==> config.mk <==
export PLATFORM = sky130hd
export DESIGN_NAME = level_tracker
export DESIGN_NICKNAME = d
export VERILOG_FILES = /design/src/rtl/level_tracker.sv
export SDC_FILE = /design/constraint.sdc
export NUM_CORES = 1
export LEC_CHECK = 0
export CORE_MARGIN = 1.5
export CORE_UTILIZATION = 30
export CTS_BUF_LIST = sky130_fd_sc_hd__clkbuf_8
export DETAILED_ROUTE_END_ITERATION = 6
export SKIP_LAST_GASP = 1
export SYNTH_ARGS = -nofsm -noshare
export SYNTH_HDL_FRONTEND = slang
export SYNTH_SLANG_ARGS = --single-unit
==> constraint.sdc <==
create_clock -name clk -period 2.38 [get_ports clk]
set_input_delay 0.357 -clock clk [delete_from_list [all_inputs] [get_ports clk]]
set_output_delay 0.357 -clock clk [all_outputs]
set_load 0.01 [all_outputs]
==> src/rtl/level_tracker.sv <==
// Level/strike tracker for the puzzle game: turns verifier pass/fail edges into a
// BCD level for the LCD score field, a strike count, sticky win/loss flags and a best-level record.
module level_tracker #(
    parameter int unsigned MAX_LEVEL   = 20,
    parameter int unsigned MAX_STRIKES = 3,
    parameter logic [7:0]  ST_IDLE     = 8'h00,
    parameter logic [7:0]  ST_PLAY     = 8'h04
) (
    input  logic       clk,
    input  logic       rst,
    input  logic [7:0] game_state,
    input  logic [1:0] verifier_result,
    output logic [7:0] cur_level,
    output logic [7:0] best_level,
    output logic [1:0] strikes,
    output logic       level_up,
    output logic       game_won,
    output logic       game_lost
);

    localparam logic [1:0] RES_PASS = 2'b01;
    localparam logic [1:0] RES_FAIL = 2'b10;

    logic [1:0] prev_result_q, prev_result_d;
    logic [6:0] level_q, level_d;
    logic [7:0] cur_level_q, cur_level_d;
    logic [7:0] best_level_q, best_level_d;
    logic [1:0] strikes_q, strikes_d;
    logic       level_up_q, level_up_d;
    logic       game_won_q, game_won_d;
    logic       game_lost_q, game_lost_d;

    logic pass_evt;
    logic fail_evt;
    logic run_active;

    // A result held for many cycles counts once: only the first cycle of a value is an event.
    assign pass_evt   = (verifier_result == RES_PASS) && (prev_result_q != RES_PASS);
    assign fail_evt   = (verifier_result == RES_FAIL) && (prev_result_q != RES_FAIL);
    assign run_active = (game_state == ST_PLAY) && !game_won_q && !game_lost_q;

    always_comb begin
        prev_result_d = verifier_result;
        level_d       = level_q;
        cur_level_d   = cur_level_q;
        strikes_d     = strikes_q;
        level_up_d    = 1'b0;
        game_won_d    = game_won_q;
        game_lost_d   = game_lost_q;
        best_level_d  = (cur_level_q > best_level_q) ? cur_level_q : best_level_q;

        if (game_state == ST_IDLE) begin
            level_d     = 7'd1;
            cur_level_d = 8'h01;
            strikes_d   = 2'd0;
            game_won_d  = 1'b0;
            game_lost_d = 1'b0;
        end else if (run_active) begin
            if (pass_evt) begin
                if (level_q < 7'(MAX_LEVEL)) begin
                    level_d    = level_q + 7'd1;
                    level_up_d = 1'b1;
                    // Decimal carry: units roll 9 -> 0 and bump the tens digit.
                    if (cur_level_q[3:0] == 4'd9) begin
                        cur_level_d = {cur_level_q[7:4] + 4'd1, 4'd0};
                    end else begin
                        cur_level_d = {cur_level_q[7:4], cur_level_q[3:0] + 4'd1};
                    end
                end else begin
                    game_won_d = 1'b1;
                end
            end else if (fail_evt) begin
                strikes_d = strikes_q + 2'd1;
                if (strikes_q + 2'd1 == 2'(MAX_STRIKES)) begin
                    game_lost_d = 1'b1;
                end
            end
        end
    end

    always_ff @(posedge clk) begin
        if (rst) begin
            prev_result_q <= 2'b00;
            level_q       <= 7'd1;
            cur_level_q   <= 8'h01;
            best_level_q  <= 8'h00;
            strikes_q     <= 2'd0;
            level_up_q    <= 1'b0;
            game_won_q    <= 1'b0;
            game_lost_q   <= 1'b0;
        end else begin
            prev_result_q <= prev_result_d;
            level_q       <= level_d;
            cur_level_q   <= cur_level_d;
            best_level_q  <= best_level_d;
            strikes_q     <= strikes_d;
            level_up_q    <= level_up_d;
            game_won_q    <= game_won_d;
            game_lost_q   <= game_lost_d;
        end
    end

    assign cur_level  = cur_level_q;
    assign best_level = best_level_q;
    assign strikes    = strikes_q;
    assign level_up   = level_up_q;
    assign game_won   = game_won_q;
    assign game_lost  = game_lost_q;

endmodule
# Yosys cells after proc, flatten, opt, wreduce, memory -nomap -nowiden
# Index checks and enable logic that the tools add are counted.
dict set report op_classes {
  reduce_logical 14
  eq_ne 7
  order_cmp 2
  bitwise 3
  addsub 4
  n_mux 2
}
# op n
set ops {}
lappend ops {{AND reduction 3 bit} 3}
lappend ops {{adder 4 x 1 -> 4 bit, second input constant} 2}
lappend ops {{equality test 8 x 3 -> 1 bit, second input constant} 1}
lappend ops {{> comparator 8 bit} 1}
lappend ops {{zero test 8 bit} 1}
lappend ops {{AND reduction 4 bit} 2}
lappend ops {{adder 7 x 1 -> 7 bit, second input constant} 1}
lappend ops {{< comparator 7 x 5 -> 1 bit, second input constant} 1}
lappend ops {{equality test 2 bit, second input constant} 2}
lappend ops {{equality test 4 bit, second input constant} 1}
lappend ops {{logical AND 1 bit} 4}
lappend ops {{two-way mux 4 bit} 1}
lappend ops {{OR reduction 4 bit} 1}
lappend ops {{NOT 1 bit} 3}
lappend ops {{adder 2 x 1 -> 2 bit, second input constant} 1}
lappend ops {{equality test 2 x 1 -> 1 bit, second input constant} 1}
lappend ops {{zero test 1 bit} 2}
lappend ops {{inequality test 2 x 1 -> 1 bit, second input constant} 1}
lappend ops {{inequality test 2 bit, second input constant} 1}
lappend ops {{OR reduction 2 bit} 1}
lappend ops {{two-way mux 1 bit} 1}
dict set report word_totals {
  reg_bits 30
  wordCells 41
  out_inout_bits 21
  inputBits 12
}

# Longest topological paths before layout
dict set report logic_depth {
  word_depth 5
  mapped_depth 7
  mapped_depth_nobuf 7
}

# Least setup slack after synthesis
# No wires, ideal clock.
dict set report synth_path {
  kind {reg-to-reg}
  start {register best_level_q[1] (netlist: best_level[1])}
  end {register best_level_q[1] (netlist: best_level[1])}
  required_ps 2318
  t_arrival_ps 1805
  period_less_slack_ps 1867
  setup_ps 62
  slack_ps 513
  path_buffers 0
  path_stages_with_launch 8
  path_cell_list {dfxtp_1 -> inv_1 -> ha_1 -> nor2b_1 -> o211ai_1 -> a21o_1 -> a211oi_1 -> a22o_1}
}
dict set report synth_via {
  elab_chain_len 1
}
# element line_no
set synth_rtl {}
lappend synth_rtl {{from (decl)} 27} ;# logic [7:0] best_level_q, best_level_d;
lappend synth_rtl {{from (signal assigned)} 95} ;# best_level_q <= best_level_d;
lappend synth_rtl {{> comparator 8 bit} 50} ;# best_level_d = (cur_level_q > best_level_q) ? cur_level_q : best_level_q;
# Every way passes these cells.
# A chain may end at the register's enable or synchronous reset.

# Final worst setup path
dict set report layout_path {
  start {register cur_level_q[0] (netlist: cur_level[0])}
  end {register best_level_q[4] (netlist: best_level[4])}
}
dict set report layout_via {
  elab_chain_len 1
}
# element line_no
set layout_rtl {}
lappend layout_rtl {{from (decl)} 26} ;# logic [7:0] cur_level_q, cur_level_d;
lappend layout_rtl {{from (signal assigned)} 94} ;# cur_level_q <= cur_level_d;
lappend layout_rtl {{> comparator 8 bit} 50}
# Every way passes these cells.

==> flow_metrics.env <==
export IMPL_status="complete, no violations"
export IMPL_syn_nets=177
export IMPL_layout_area_seq_um2=601
export IMPL_die_area_um2=5350
export IMPL_grt_pass1_wl_mm=5.31
export IMPL_fin_crit_ns=2.15
export IMPL_grt_pass1_vias=1195
export IMPL_arrival_ns=2.37
export IMPL_cpMaxStageDelayCell="a211oi_1"
export IMPL_worst_pin_slew_ns=0.814
export IMPL_cts_buffers=5
export IMPL_n_fill_cell=481
export IMPL_yosysSeqAreaShare_pct=40.7
export IMPL_clk_pin_slew_worst_paths_ns=0.06
export IMPL_fp_dieH_um=73.2
export IMPL_crit_type="reg2reg"
export IMPL_port_buffers=32
export IMPL_yosys_warnings=0
export IMPL_core_area_um2=4720
export IMPL_dr_pass1_iters=3
export IMPL_wl_per_cell_um=11.6
export IMPL_endpoint_kind="flop"
export IMPL_p_per_area_nw_per_um2=496
export IMPL_hp_class="reg2reg"
export IMPL_globalRouteOverflowTotal=0
export IMPL_via_per_inst=4.52
export IMPL_cts_root_buf="clkbuf_8"
export IMPL_ant_nets=0
export IMPL_place_gp_congestion=0.749
export IMPL_synth_main_ff_cell="dfxtp_1"
export IMPL_ioPinCount=33
export IMPL_syn_inst=154
export IMPL_grt_antenna_before_repair=0
export IMPL_yosysTopAreaCellShare_pct=40.7
export IMPL_grt_max_degree=12
export IMPL_drc=0
export IMPL_syn_area_um2=1480
export IMPL_row_count=25
export IMPL_drtIter0Drc=42
export IMPL_synthToLayoutAreaGrowth_pct=36.1
export IMPL_wirelength_mm=3.07
export IMPL_async_flop_share_pct=0
export IMPL_setup_tns_ns=0
export IMPL_path_max_fanout=7
export IMPL_cts_hold_buffers_added=0
export IMPL_final_setup_viol_count=0
export IMPL_multi_input_area_um2=827
export IMPL_nets=220
export IMPL_max_cap_violations=0
export IMPL_num_vias=1198
export IMPL_die_w_um=73.2
export IMPL_path_cells="inv_1 > ha_1 > nor2b_1 > o211ai_1 > a21o_1 > a211oi_1 > a22o_1"
export IMPL_grt_setup_unrepaired="no"
export IMPL_static_leakage_power_nw=0.759
export IMPL_period_share_pct=90.3
export IMPL_diodes=0
export IMPL_cpPeakStageDelay_ns=0.71
export IMPL_ctsResizeCount=0
export IMPL_ys_ff_latch=30
export IMPL_cts_tree="built"
export IMPL_h_tree_depth=2
export IMPL_p_total_w=0.000996
export IMPL_postCtsSetupBuffers=0
export IMPL_hold_viol=0
export IMPL_clockBufferDepth=2
export IMPL_layout_drive_gt1_share_pct=10.6
export IMPL_ys_types=31
export IMPL_cp_required_ns=2.60
export IMPL_ys_top_cells_by_area="dfxtp_1 (41%), ha_1 (9.3%), nor2_1 (5.1%)"
export IMPL_synth_edf_count=0
export IMPL_slew_headroom_pct=45.4
export IMPL_fmax_mhz=465
export IMPL_hpwl_mm=2.34
export IMPL_final_max_slew_viol_count=0
export IMPL_cp_start_kind="flop"
export IMPL_vdd_drop_max_v=0.000217
export IMPL_fin_skew_ns=0.00371
export IMPL_yosys_area_top_type="dfxtp_1"
export IMPL_initial_core_util_pct=31.3
export IMPL_grt_usage_pct=12.9
export IMPL_avgSynthCellArea_um2=9.59
export IMPL_clock_sinks=30
export IMPL_clk_latency_ns=0.27
-- final timing paths --
path                        startpoint                          to  slack, ns  depth (start not counted)
max          cur_level[0]$_SDFFE_PP1P_  best_level[4]$_SDFFE_PP0N_       0.23                          7
min            level_q[5]$_SDFFE_PP0P_     level_q[5]$_SDFFE_PP0P_       0.46                          1
max reg2reg  cur_level[0]$_SDFFE_PP1P_  best_level[4]$_SDFFE_PP0N_       0.23                          7
min reg2reg    level_q[5]$_SDFFE_PP0P_     level_q[5]$_SDFFE_PP0P_       0.46                          1
-- flip-flops by register name (all words and copies together), names as in the netlist --
signal         count
best_level         8
cur_level          8
level_q            7
prev_result_q      2
strikes            2
game_lost          1
game_won           1
level_up           1
-- Yosys cell counts, drive strengths merged, types with 5 or more instances --
cell and instances:
a21oi 8, a22o 7, dfxtp 30, ha 11, inv 11, mux2i 5
nand2 11, nor2 20, nor2b 7, nor4 7, xnor2 5
-- metrics by stage --
step	util (%)	hold WS, ns	setup WS, ns	instance area, um2	std cells
5_1_grt	42.5	0.488	0.0366	2010	265
2_1_floorplan	-	0.429	0.513	1480	154
4_1_cts	42.5	0.464	0.198	2010	265
6_report	42.5	0.461	0.231	2010	265
3_5_place_dp	40.6	0.448	0.0412	1920	257
3_3_place_gp	40.6	0.443	0.0824	1920	257
-- layout make-up --
type                       count  share of cell area (%)
multi-input combinational    111                    41.2
sequential                    30                    29.9
timing repair buffer          38                    18.2
tap                           67                    4.17
clock buffer                   6                    4.11
inverter                      11                    2.05
clock inverter                 2                   0.436
-- metal layers --
metal / GRT usage, % / routed length [um]
met1: 16.5 / 1530
met2: 19.8 / 1400
met3: 4.42 / 108
met4: 4.82 / 34
met5: 0 / 0
-- power breakdown --
part | switching (W) | leakage [nW] | total, W | internal, W
logic | 0.0000376 | 0.464 | 0.0000736 | 0.0000360
registers | 0.00000266 | 0.243 | 0.000509 | 0.000506
clock network | 0.000185 | 0.0524 | 0.000413 | 0.000229
-- critical path: cells and delay by family (launching register included) --
kind / cells / cell delay (ns)
compound gates: 4 / 1.22
fa+ha+maj: 1 / 0.21
buf+inv: 1 / 0.13
flops: 1 / 0.43
simple gates: 1 / 0.10
-- cell families after synthesis --
family                     after synthesis  share of synthesized area, %
buffers and inverters                   13                          3.31
and+or+nand+nor                         61                          26.4
xor gates and xnor gates                 5                          2.97
DFF                                     30                          40.7
AOI/OAI and AO/OA                       29                          14.0
adders and majority gates               11                          9.32
muxes                                    5                          3.39
-- cell usage in the layout, fill, tap and decap left out, drive strengths merged, types with 2 or more instances in the layout --
cell type	n
a211oi	3
a21oi	8
o211ai	3
inv	12
o21ai	2
xnor2	5
ha	11
dfxtp	30
clkdlybuf4s50	32
nor4b	2
nor4	7
nor2b	7
a22o	7
nand2b	2
nand4	3
a21o	2
and2	2
a31o	3
nor3	3
mux2i	5
clkbuf	6
nor2	20
nand3	2
nand2	11
nand3b	2
buf	6
No activity file was read; power rests on OpenSTA's default activity.
